`src/rtl/lag_measure.sv`:
```
// Lag-test flash receiver: times start trigger to debounced photo-sensor rise, with block averaging.
// Optional running min/max of the measured lag is built when LAG_MINMAX_EN is defined.
module lag_measure #(
    parameter int CLKS_PER_TICK   = 74,
    parameter int TIMEOUT_TICKS   = 500000,
    parameter int DEBOUNCE_CYCLES = 16,
    parameter int AVG_LOG2        = 3
) (
    input  logic        clock,
    input  logic        reset_n,
    input  logic        starttrigger,
    input  logic        sensor,
    output logic        busy,
    output logic        lag_valid,
    output logic [19:0] lag_value,
    output logic        timeout,
    output logic        avg_valid,
    output logic [19:0] avg_value,
    output logic [7:0]  sample_count,
    output logic [19:0] lag_min,
    output logic [19:0] lag_max
);

    localparam int PW = (CLKS_PER_TICK > 1) ? $clog2(CLKS_PER_TICK) : 1;
    localparam int DW = $clog2(DEBOUNCE_CYCLES + 1);
    localparam int AW = 20 + AVG_LOG2;
    localparam int BW = AVG_LOG2 + 1;

    localparam logic [PW-1:0] PRESC_LAST  = PW'(CLKS_PER_TICK - 1);
    localparam logic [DW-1:0] DB_LAST     = DW'(DEBOUNCE_CYCLES - 1);
    localparam logic [19:0]   TIMEOUT_LAG = 20'(TIMEOUT_TICKS);
    localparam logic [BW-1:0] BLOCK_LEN   = BW'(1 << AVG_LOG2);

    typedef enum logic [1:0] {IDLE, MEASURE, HOLDOFF} state_t;

    state_t          state_reg, state_next;
    logic            sync1_reg, sync2_reg, level_reg, rise_reg;
    logic [DW-1:0]   db_cnt_reg;
    logic [PW-1:0]   presc_reg;
    logic [19:0]     lag_cnt_reg;
    logic [AW-1:0]   acc_reg;
    logic [BW-1:0]   block_cnt_reg;

    logic            wrap;
    logic [19:0]     lag_plus;
    logic            tick_expired;
    logic            capture;
    logic            expire;
    logic [AW-1:0]   acc_sum;
    logic [AW-1:0]   avg_shift;
    logic [BW-1:0]   block_next;

    // Sensor path: synchronizer, debounce counter, registered rise flag
    always_ff @(posedge clock) begin
        if (!reset_n) begin
            sync1_reg  <= 1'b0;
            sync2_reg  <= 1'b0;
            level_reg  <= 1'b0;
            rise_reg   <= 1'b0;
            db_cnt_reg <= '0;
        end else begin
            sync1_reg <= sensor;
            sync2_reg <= sync1_reg;
            rise_reg  <= 1'b0;
            if (sync2_reg == level_reg) begin
                db_cnt_reg <= '0;
            end else if (db_cnt_reg == DB_LAST) begin
                level_reg  <= sync2_reg;
                rise_reg   <= sync2_reg;
                db_cnt_reg <= '0;
            end else begin
                db_cnt_reg <= db_cnt_reg + 1'b1;
            end
        end
    end

    // Lag is taken from the post-increment count so it equals floor(cycles / CLKS_PER_TICK)
    assign wrap         = (presc_reg == PRESC_LAST);
    assign lag_plus     = lag_cnt_reg + {19'd0, wrap};
    assign tick_expired = (lag_plus >= TIMEOUT_LAG);

    always_ff @(posedge clock) begin
        if (!reset_n || state_reg != MEASURE) begin
            presc_reg   <= '0;
            lag_cnt_reg <= '0;
        end else begin
            presc_reg   <= wrap ? '0 : presc_reg + 1'b1;
            lag_cnt_reg <= lag_plus;
        end
    end

    always_ff @(posedge clock) begin
        if (!reset_n) begin
            state_reg <= IDLE;
        end else begin
            state_reg <= state_next;
        end
    end

    always_comb begin
        state_next = state_reg;
        case (state_reg)
            IDLE:    if (starttrigger) state_next = MEASURE;
            MEASURE: if (rise_reg || tick_expired) state_next = HOLDOFF;
            HOLDOFF: if (!level_reg) state_next = IDLE;
            default: state_next = IDLE;
        endcase
    end

    always_comb begin
        busy    = 1'b0;
        capture = 1'b0;
        expire  = 1'b0;
        case (state_reg)
            MEASURE: begin
                busy    = 1'b1;
                capture = rise_reg;
                expire  = !rise_reg && tick_expired;
            end
            HOLDOFF: busy = 1'b1;
            default: ;
        endcase
    end

    assign acc_sum    = acc_reg + AW'(lag_plus);
    assign avg_shift  = acc_sum >> AVG_LOG2;
    assign block_next = block_cnt_reg + 1'b1;

    always_ff @(posedge clock) begin
        if (!reset_n) begin
            lag_valid     <= 1'b0;
            lag_value     <= '0;
            timeout       <= 1'b0;
            avg_valid     <= 1'b0;
            avg_value     <= '0;
            sample_count  <= '0;
            acc_reg       <= '0;
            block_cnt_reg <= '0;
        end else begin
            lag_valid <= capture;
            timeout   <= expire;
            avg_valid <= 1'b0;
            if (capture) begin
                lag_value <= lag_plus;
                if (sample_count != 8'hFF) begin
                    sample_count <= sample_count + 8'd1;
                end
                // The completing sample closes its block; the next block starts empty
                if (block_next == BLOCK_LEN) begin
                    avg_value     <= avg_shift[19:0];
                    avg_valid     <= 1'b1;
                    acc_reg       <= '0;
                    block_cnt_reg <= '0;
                end else begin
                    acc_reg       <= acc_sum;
                    block_cnt_reg <= block_next;
                end
            end
        end
    end

`ifdef LAG_MINMAX_EN
    always_ff @(posedge clock) begin
        if (!reset_n) begin
            lag_min <= 20'hFFFFF;
            lag_max <= '0;
        end else if (capture) begin
            if (lag_plus < lag_min) lag_min <= lag_plus;
            if (lag_plus > lag_max) lag_max <= lag_plus;
        end
    end
`else
    assign lag_min = '0;
    assign lag_max = '0;
`endif

endmodule

```
`config.mk`:
```
export PLATFORM = sky130hd
export DESIGN_NAME = lag_measure
export DESIGN_NICKNAME = d
export VERILOG_FILES = /design/src/rtl/lag_measure.sv
export SDC_FILE = /design/constraint.sdc
export NUM_CORES = 1
export LEC_CHECK = 0
export CAP_MARGIN = 10
export CORE_UTILIZATION = 59
export DETAILED_ROUTE_END_ITERATION = 8
export PLACE_DENSITY = 0.94
export SLEW_MARGIN = 10
export SYNTH_ARGS = -nofsm -noshare
export SYNTH_HDL_FRONTEND = slang
export SYNTH_SLANG_ARGS = --single-unit
```
`constraint.sdc`:
```
create_clock -name clock -period 7.1 [get_ports clock]
set_clock_uncertainty 0.1 [all_clocks]
set_input_delay 1.42 -clock clock [delete_from_list [all_inputs] [get_ports clock]]
set_output_delay 1.42 -clock clock [all_outputs]
set_load 0.05 [all_outputs]
```
==> impl_metrics.yaml <==
outcome:
  outcome: "finished, violations left"
  violations: "DRC"
logic_synthesis:
  avgSynthCellArea_um2: 8.355
  netlist-cell-type-count: 66
  synth-xor-area-share_pct: 7.053
  synth_top_family_by_area: "simple AND/OR/NAND/NOR gates"
  syn_inst: 741
  synth_fa_ha_area_share_pct: 7.397
  synth-main-ff-cell: "dfxtp_1"
  ys_ff_latch: 116
  synthSimpleGateAreaFrac_pct: 20.86
  yosysWarnings: 0
  synth_edf_count: 0
  ys_async_sr_fraction_pct: 0
  ys_seq_area_share_pct: 37.51
  synth.area.mux_share_pct: 0.9701
  synth_compound_area_share_pct: 17.40
  netlist_area_um2: 6191
critical_path:
  reg2reg_to: "acc_reg[22]"
  end_kind: "register"
  rr_startpoint: "presc_reg[0]"
  r2r_cells: 16
  worst_setup_path_start_kind: "register"
  r2r_slack_ns: 2.54
  crit_slowest_cell: "or4_1"
  required_ns: 7.46
  path_class: "reg2reg"
  path_cells: "ha_1 > nand4bb_1 > nor3b_1 > ha_1 > clkinv_1 > nor2_1 > nand3_1 > xor2_1 > inv_1 > ha_1 > nand2_4 > o31ai_4 > a31oi_2 > o21a_4 > or4_1 > a31oi_1"
  cp_slowest_stage_delay_ns: 0.46
  critPathMaxFanout: 10
  critical_path_arrival_ns: 4.92
  crit_top_cell: "ha_1"
min_path:
  hold_start: "db_cnt_reg[0]"
  hold_depth: 1
  hp-class: "reg2reg"
  worst_hold_path.endpoint: "db_cnt_reg[0]"
sta:
  timing.final.hold_violations: 0
  finalSetupTns_ns: 0
  rsz0062_at_grt: "no"
  whs_ns: 0.3503
  worst_pin_slew_ns: 0.8487
  fmax_ghz: 0.2191
  maxSlewHeadroom_pct: 43.28
  fin_crit_ns: 4.563
  drv_slew: 0
  period_share_pct: 64.27
  finalSetupViolations: 0
global_route:
  overflow: 0
  antenna_found_initial: 0
  grt_pass1_vias: 4988
  grt_usage_pct: 27.91
  grt_pass1_wl_mm: 24.12
  grt_start_max_net_pins: 59
die:
  rows: 37
  core_um2: 10230
  die_area_um2: 10910
  start_util_pct: 60.51
  dieHeight_um: 104.4
  io_pins: 96
  chipWidth_um: 104.4
route:
  wl_per_cell_um: 15.65
  ant_nets: 0
  wl_mm: 14.63
  vias_per_cell: 5.818
  remaining_drc_errors: 1
  vias: 5440
  drt_pass1_iterations: 7
  first_iter_violations: 423
flow_run:
  cap_violations: 0
cts:
  numCtsBuffers: 17
  clock-sinks: 116
  post_cts_resized: 0
  clockRootBuffer: "clkbuf_8"
  clockBufferDepth: 2
  htreeDepth: 4
  postCtsSetupBuffers: 0
  ctsHoldBuffers: 0
  insertion_delay_ns: 0.53
  cts_tree: "done"
  clk_pin_slew_ns: 0.06
power:
  irDropWorstVdd_v: 0.0002904
  power-per-cell-area_nw_per_um2: 225.8
  power.total_uw: 1639
  p_leak_uw: 0.002927
cells_and_area:
  drive_above_1_share_pct: 5.757
  nets: 828
  final_common_cell: "dfxtp_1"
  area_growth_syn_to_layout_pct: 17.24
  mostFrequentLayoutCells: "116 x dfxtp_1, 92 x nor2_1, 71 x nand2_1, 55 x clkdlybuf4s50_1, 40 x conb_1"
  finish.utilization_pct: 70.94
  largest_reg_flops: 23
  fin_cells: 935
  diodes: 0
  nFillCells: 756
place:
  dp_hpwl_mm: 9.641
  port_buffers: 55
  gp_congestion: 0.9493
  dp.cells: 905
[cell type report]
class | instances | area (um2) | share of cell area, %
clock buffers | 21 | 459.2 | 6.326
clock inverters | 9 | 128.9 | 1.776
inverters | 31 | 116.4 | 1.603
multi-input cells | 562 | 3473 | 47.85
flip-flops and latches | 116 | 2322 | 31.99
well taps | 136 | 170.2 | 2.344
repair buffers | 60 | 588.1 | 8.102
[worst max-delay path, delay by kind of cell (launching register included)]
kind	cells	cell delay [ns]
and+or+nand+nor	6	1.46
buffers and inverters	2	0.33
DFF	1	0.39
AOI/OAI and AO/OA	4	0.94
adders and majority gates	3	0.96
xor gates and xnor gates	1	0.31
[metal layers]
metal | part of all wire, % | global-route usage, % | routed length [um] | vias to the layer above
li1 | - | - | - | 2579
met1 | 40 | 32.90 | 5903 | 2546
met2 | 49 | 48.16 | 7153 | 267
met3 | 8.1 | 6.892 | 1188 | 48
met4 | 2.7 | 11.53 | 389 | 0
met5 | 0 | 0 | 0 | -
[cells in the mapped netlist (2+ instances only)]
library cell,count,area [um2]
a211oi_1,24,180.2
a21bo_2,3,30.03
a21o_1,12,90.09
a21oi_1,38,190.2
a22oi_1,7,52.55
a2bb2oi_1,2,17.52
a31oi_1,6,37.54
and2_1,10,62.56
and3_1,7,43.79
and4_1,5,43.79
buf_1,3,11.26
buf_2,4,20.02
buf_4,41,307.8
clkbuf_1,23,86.33
clkinv_1,2,7.510
dfxtp_1,116,2322
ha_1,35,437.9
inv_1,29,108.9
mux2i_1,6,60.06
nand2_1,71,266.5
nand2b_1,3,18.77
nand3_1,32,160.2
nand3b_1,2,15.01
nand4_1,10,62.56
nor2_1,92,345.3
nor2b_1,5,31.28
nor3_1,7,35.03
nor3b_1,3,22.52
nor4_1,4,25.02
o2111ai_1,2,17.52
o211ai_1,5,37.54
o21a_1,9,67.56
o21ai_0,25,125.1
o21ai_1,5,25.02
o21bai_1,5,37.54
o31ai_1,4,30.03
or2_1,2,12.51
or3_1,7,43.79
or4_1,2,15.01
xnor2_1,23,201.4
xor2_1,25,219.0
[through the flow]
step | instance area [um2] | worst slack (ns)
floorplan | 6337 | 3.271
finish | 7258 | 2.537
CTS | 7258 | 2.542
detailed placement | 6670 | 2.690
global route | 7258 | 2.197
global placement | 6670 | 2.902
[cells by family after synthesis]
kind of cell / Yosys count
and+or+nand+nor: 271
AOI/OAI and AO/OA: 160
DFF: 116
buffers and inverters: 102
xor gates and xnor gates: 49
adders and majority gates: 36
muxes: 6
other: 1
[power breakdown]
part / total, uW / internal, uW / switching (uW)
combinational: 126 / 25.9 / 99.7
sequential: 667 / 659 / 8.13
clock: 846 / 556 / 290
total: 1640 / 1240 / 398
[worst max-delay path by stage]
stage | startpoint | to | cells after the start
3_5_place_dp | presc_reg[0] | acc_reg[22] | 16
3_3_place_gp | presc_reg[0] | acc_reg[22] | 16
5_1_grt | presc_reg[0] | acc_reg[21] | 16
2_1_floorplan | presc_reg[0] | acc_reg[22] | 17
6_report | presc_reg[0] | acc_reg[22] | 16
4_1_cts | presc_reg[0] | acc_reg[22] | 16
Note: power is estimated with default switching activity, not from simulation.
